File: config.mk
export PLATFORM = sky130hd
export DESIGN_NAME = pwm_sched
export DESIGN_NICKNAME = d
export VERILOG_FILES = /design/src/rtl/pwm_sched.sv
export SDC_FILE = /design/constraint.sdc
export NUM_CORES = 1
export LEC_CHECK = 0
export ABC_CLOCK_PERIOD_IN_PS = 3800
export CAP_MARGIN = 20
export CORE_MARGIN = 2
export CORE_UTILIZATION = 43
export DETAILED_ROUTE_END_ITERATION = 8
export GPL_TIMING_DRIVEN = 0
export PLACE_DENSITY = 0.84
export SLEW_MARGIN = 5
export SYNTH_ARGS = -nofsm -noshare
export SYNTH_HDL_FRONTEND = slang
export SYNTH_SLANG_ARGS = --single-unit
File: constraint.sdc
create_clock -name clk -period 3.8 [get_ports clk]
set_input_delay 0.76 -clock clk [delete_from_list [all_inputs] [get_ports clk]]
set_output_delay 0.76 -clock clk [all_outputs]
set_load 0.1 [all_outputs]
File: src/rtl/pwm_sched.sv
// ---------------------------------------------------------------------------
// pwm_sched
//
// Pointwise polynomial multiply scheduler. Streams NCOEF coefficient pairs from
// the A/B coefficient memories into the shared pipelined mod-q multiplier.
// A {valid, addr} delay line tracks each coefficient in flight. Reduced
// products are written back to the result memory at one coefficient per cycle.
//
// Optional feature: define PWM_ACC_EN to select accumulate mode (C += A*B).
// This adds the c_data port, delays c_data alongside the multiplier, and adds
// it to the product with a single conditional subtraction of Q.
//
// Ports:
//   clk, rst          clock (rising edge), asynchronous active-high reset
//   start             one-cycle request, sampled only while idle
//   busy, done        operation in progress / one-cycle completion pulse
//   rd_en, rd_addr    read strobe and address for the A, B (and C) memories
//   a_data, b_data    memory read data, valid the cycle after rd_en
//   c_data            (PWM_ACC_EN only) C memory read data, same timing
//   mul_in1, mul_in2  multiplier operands, zero when no operand is in flight
//   mul_res           reduced product, MULT_LAT cycles after the operands
//   wr_en, wr_addr    result write strobe and address
//   wr_data           result value
// ---------------------------------------------------------------------------
module pwm_sched #(
    parameter int NCOEF    = 256,
    parameter int AW       = 8,
    parameter int MULT_LAT = 4,
    parameter int Q        = 3329
) (
    input  logic          clk,
    input  logic          rst,
    input  logic          start,
    output logic          busy,
    output logic          done,
    output logic          rd_en,
    output logic [AW-1:0] rd_addr,
    input  logic [11:0]   a_data,
    input  logic [11:0]   b_data,
`ifdef PWM_ACC_EN
    input  logic [11:0]   c_data,
`endif
    output logic [11:0]   mul_in1,
    output logic [11:0]   mul_in2,
    input  logic [11:0]   mul_res,
    output logic          wr_en,
    output logic [AW-1:0] wr_addr,
    output logic [11:0]   wr_data
);

    // Tap 0 holds the coefficient whose memory data is on a_data/b_data this
    // cycle; tap DEPTH-1 holds the one whose product is on mul_res.
    localparam int DEPTH = MULT_LAT + 1;

    if (AW != $clog2(NCOEF) || Q >= 4096 || MULT_LAT < 1) begin : g_bad_params
        $error("pwm_sched: need AW == log2(NCOEF), Q < 4096, MULT_LAT >= 1");
    end

    typedef enum logic [1:0] {
        IDLE,
        RUN,
        DRAIN
    } state_t;

    state_t          state;
    state_t          state_next;
    logic [DEPTH-1:0] vld;
    logic [AW-1:0]   addr_dly [DEPTH];
    logic            last_issue;
    logic            last_write;
    logic [11:0]     result;

    assign last_issue = (rd_addr == AW'(NCOEF - 1));
    assign last_write = vld[DEPTH-1] && (addr_dly[DEPTH-1] == AW'(NCOEF - 1));

    always_ff @(posedge clk or posedge rst) begin
        if (rst) begin
            state <= IDLE;
        end else begin
            state <= state_next;
        end
    end

    always_comb begin
        state_next = state;
        case (state)
            IDLE:    if (start)      state_next = RUN;
            RUN:     if (last_issue) state_next = DRAIN;
            DRAIN:   if (last_write) state_next = IDLE;
            default:                 state_next = IDLE;
        endcase
    end

    always_comb begin
        rd_en = (state == RUN);
        busy  = (state != IDLE);
    end

    // The address wraps back to 0 after the last issue, so it already reads 0
    // while idle; the explicit clear on start keeps that true after any reset.
    always_ff @(posedge clk or posedge rst) begin
        if (rst) begin
            rd_addr <= '0;
        end else if (state == IDLE && start) begin
            rd_addr <= '0;
        end else if (state == RUN) begin
            rd_addr <= rd_addr + AW'(1);
        end
    end

    // done is registered so it lands in the first idle cycle after the last
    // write, which is also the cycle in which a new start can be accepted.
    always_ff @(posedge clk or posedge rst) begin
        if (rst) begin
            done <= 1'b0;
        end else begin
            done <= (state == DRAIN) && last_write;
        end
    end

    // Clearing the valid bits on reset is what suppresses writes for
    // operations that were still inside the multiplier.
    always_ff @(posedge clk or posedge rst) begin
        if (rst) begin
            vld <= '0;
            for (int k = 0; k < DEPTH; k++) begin
                addr_dly[k] <= '0;
            end
        end else begin
            vld         <= {vld[DEPTH-2:0], rd_en};
            addr_dly[0] <= rd_addr;
            for (int k = 1; k < DEPTH; k++) begin
                addr_dly[k] <= addr_dly[k-1];
            end
        end
    end

    assign mul_in1 = vld[0] ? a_data : 12'd0;
    assign mul_in2 = vld[0] ? b_data : 12'd0;

`ifdef PWM_ACC_EN
    logic [11:0] c_dly [MULT_LAT];
    logic [12:0] sum;

    // c_data travels alongside the multiplier so it meets its own product.
    always_ff @(posedge clk or posedge rst) begin
        if (rst) begin
            for (int k = 0; k < MULT_LAT; k++) begin
                c_dly[k] <= '0;
            end
        end else begin
            c_dly[0] <= vld[0] ? c_data : 12'd0;
            for (int k = 1; k < MULT_LAT; k++) begin
                c_dly[k] <= c_dly[k-1];
            end
        end
    end

    // Both addends are below Q, so one conditional subtraction fully reduces.
    assign sum    = {1'b0, mul_res} + {1'b0, c_dly[MULT_LAT-1]};
    assign result = (sum >= 13'(Q)) ? 12'(sum - 13'(Q)) : sum[11:0];
`else
    assign result = mul_res;
`endif

    // wr_data is forced to zero when no write is pending, so a reset also
    // hides any multiplier result that is still arriving.
    assign wr_en   = vld[DEPTH-1];
    assign wr_addr = addr_dly[DEPTH-1];
    assign wr_data = vld[DEPTH-1] ? result : 12'd0;

endmodule

==> impl_metrics.env <==
export IMPL_status="complete, no violations"
export IMPL_floorplan_core_area_mm2=0.004414
export IMPL_post_synth_cell_area_avg_um2=13.51
export IMPL_total_power_draw_uw=2543
export IMPL_cts_buffer_depth=2
export IMPL_gpl_final_weighted_congestion=0.7723
export IMPL_critical_path_max_fanout=1
export IMPL_crit_path_cell_chain="clkdlybuf4s50_1 -> and2_1 -> clkdlybuf4s50_1"
export IMPL_drt_initial_drc_count=21
export IMPL_numCtsBuffers=5
export IMPL_cpPeakStageDelay_ns=1.14
export IMPL_critical_path_top_delay_family="buffers and inverters"
export IMPL_rsz0062_at_grt="false"
export IMPL_dp_hpwl_mm=3.034
export IMPL_leakagePower_uw=0.001365
export IMPL_pwr_share_clk_pct=12.5
export IMPL_proportion_of_synthesized_chip_area_in_sequential_cells_pct=70.57
export IMPL_grt_pass1_wl_mm=6.341
export IMPL_critical_path_required_ns=3.04
export IMPL_final_max_slew_viol_count=0
export IMPL_drt_antenna_violating_nets=0
export IMPL_floorplan_rows=24
export IMPL_syn_num_nets=187
export IMPL_worst_slew_pin_transition_ns=0.9954
export IMPL_placement_cell_area_mm2=0.003012
export IMPL_synthSimpleGateAreaFrac_pct=19.41
export IMPL_sequentialPowerShare_pct=38.4
export IMPL_maxClockFrequency_mhz=306.7
export IMPL_synthesis_yosys_warnings=0
export IMPL_synth_top_family_by_area="simple AND/OR/NAND/NOR gates"
export IMPL_kind_of_critical_path="input pin to primary output"
export IMPL_remaining_drc_errors=0
export IMPL_cts_post_setup_buffers_inserted=0
export IMPL_post_cts_resized=0
export IMPL_vdd_ir_drop_max_v=0.0007496
export IMPL_dieWidth_um=71.96
export IMPL_track_usage_pct=16.16
export IMPL_powerDensity_mw_per_mm2=819.1
export IMPL_synth_area_in_compound_gates_pct=2.268
export IMPL_critPathCaptureType="primary output"
export IMPL_design_die_area_mm2=0.005178
export IMPL_die_y_um=71.96
export IMPL_cp_buffers_inverters=2
export IMPL_tritoncts="done"
export IMPL_totalNegativeSetupSlack_ns=0
export IMPL_detailedRoute_firstPassIterationCount=3
export IMPL_max_cap_viol_count=0
export IMPL_timing_final_hold_violations=0
export IMPL_swShare_pct=48.56
export IMPL_synth_mux_area_fraction_pct=2.583
export IMPL_synth_seq_cells=56
export IMPL_start_util_pct=44.98
export IMPL_first_global_vias=1351
export IMPL_yosys_area_share_adder_pct=0.6301
export IMPL_globalRoute_totalOverflow=0
export IMPL_antenna_violations_before_repair=0
export IMPL_clk_insertion_delay_late_ns=0.30
export IMPL_p_switching_uw=1235
export IMPL_final_cell_mix="94 x clkdlybuf4s50_1, 56 x dfrtp_1, 36 x and2_1"
export IMPL_worst_slew_margin_rel_pct=33.43
export IMPL_layout_nets=289
export IMPL_layout_cells_most_common="clkdlybuf4s50_1"
export IMPL_setup_viol_count_final=0
export IMPL_area_growth_syn_to_layout_pct=56.33
export IMPL_synth_xor_area_share_pct=0
export IMPL_detailroute_via_count=1402
export IMPL_post_synth_num_cell_types=24
export IMPL_post_route_cell_area_mm2=0.003104
export IMPL_vias_per_cell=4.642
export IMPL_pin_count_of_the_biggest_net_entering_global_routing=32
export IMPL_combPwrFrac_pct=49.1
export IMPL_cts_hold_fix_buffers=0
export IMPL_ctsRootBufferMaster="clkbuf_8"
export IMPL_clock_skew_ns=0.007002
export IMPL_hold_class="flop to flop"
export IMPL_clkTransAtPathRegs_ns=0.08
export IMPL_cts_sink_count=56
export IMPL_antenna_diode_count=0
export IMPL_finalCriticalPeriod_ns=3.260
export IMPL_internal_power_uw=1308
export IMPL_period_share_pct=85.80
export IMPL_routed_len_inst_um=13.05
export IMPL_crit_path_start_kind="input pin"
export IMPL_syn_instance_count=147
export IMPL_totalWireLength_mm=3.941
export IMPL_ctsHtreeMaxLevel=2
export IMPL_placement_io_buffers=94
export IMPL_drive_above_1_share_pct=8.800
export IMPL_worst_path_max_delay_cell="clkdlybuf4s50_1"
export IMPL_top_cell_by_count_worst_path="clkdlybuf4s50_1"
export IMPL_netlist_area_mm2=0.001986
export IMPL_ioPinCount=95
export IMPL_arrival_ns=2.50
cell type report:
type                    count  area, um^2
fillers                   318        1310
repair buffers             95       960.9
flip-flops and latches     56        1401
clock buffers               6       82.58
well taps                  52       65.06
inverters                   2       7.507
plain buffers              12       82.58
clock inverters             2       10.01
multi-input cells          77       494.2
flip-flops by register name, summed over array words and instances, names as in the netlist:
| register | flops |
|---|---|
| vld | 5 |
| addr_dly | 32 |
| done | 1 |
| state | 2 |
| rd_addr | 8 |
| wr_addr | 8 |
synth_stat cells, drive strengths merged:
| master | n | share of area [%] |
|---|---|---|
| o21ai | 4 | 1.0 |
| o31ai | 1 | 0.38 |
| and2 | 36 | 11 |
| ha | 1 | 0.63 |
| nand2 | 7 | 1.3 |
| a21oi | 2 | 0.50 |
| and2b | 1 | 0.38 |
| and3 | 3 | 0.95 |
| o21bai | 1 | 0.38 |
| or3b | 1 | 0.44 |
| nand3 | 5 | 1.3 |
| nand4 | 5 | 1.6 |
| clkbuf | 3 | 0.57 |
| buf | 9 | 3.6 |
| nand3b | 1 | 0.38 |
| or2 | 1 | 0.32 |
| nor4b | 1 | 0.44 |
| dfrtp | 56 | 71 |
| inv | 2 | 0.38 |
| nor2b | 2 | 1.0 |
| mux2i | 4 | 2.0 |
| mux2 | 1 | 0.57 |
per-layer routing:
layer  track usage, %  vias up  share of wire [%]
li1                 -      674                  -
met1            19.51      672                 39
met2            27.16       51                 52
met3            6.389        5                7.4
met4            4.403        0                1.3
met5                0        -                  0
final timing paths:
kind                                   start           end  slack [ns]  cells past startpoint
max in group asynchronous                rst      state[1]        2.44                      3
min in group asynchronous                rst  addr_dly[31]        0.83                      2
worst min register to register  addr_dly[13]    wr_addr[5]        0.35                      0
worst min-delay path            addr_dly[13]    wr_addr[5]        0.35                      0
worst max register to register    rd_addr[1]      state[0]        2.51                      4
worst max-delay path              a_data[10]   mul_in1[10]        0.54                      3
logic make-up (layout without fill, tap and decap cells):
logic type,after synthesis,count (layout)
and+or+nand+nor,63,63
AOI/OAI and AO/OA,8,8
adders and majority gates,1,1
DFF,56,56
buffers and inverters,14,117
muxes,5,5
worst register-to-register path, stage by stage (launching register included):
cell	delay, ns
dfrtp_1	0.46
ha_1	0.23
and3_1	0.22
nand4_1	0.12
nor2b_1	0.15
stage by stage:
| stage | worst slack [ns] | util (%) | hold WS, ns | instances |
|---|---|---|---|---|
| 2_1_floorplan | 1.068 | - | 0.3312 | 147 |
| 3_3_place_gp | 0.5611 | 67.77 | 0.3311 | 293 |
| 3_5_place_dp | 0.5496 | 68.23 | 0.3347 | 294 |
| 4_1_cts | 0.5496 | 70.32 | 0.3550 | 302 |
| 5_1_grt | 0.5187 | 70.32 | 0.3598 | 302 |
| 6_report | 0.5397 | 70.32 | 0.3538 | 302 |
power by group through the flow:
| stage | Combinational [uW] | Clock, uW | Sequential (uW) |
|---|---|---|---|
| 6_report | 1250 | 318 | 977 |
| 3_3_place_gp | 1240 | 0 | 968 |
| 4_1_cts | 1260 | 331 | 982 |
| 2_1_floorplan | 684 | 0 | 1260 |
| 5_1_grt | 1290 | 360 | 1010 |
| 3_5_place_dp | 1250 | 0 | 995 |
Power figures use the tool's default switching activity.
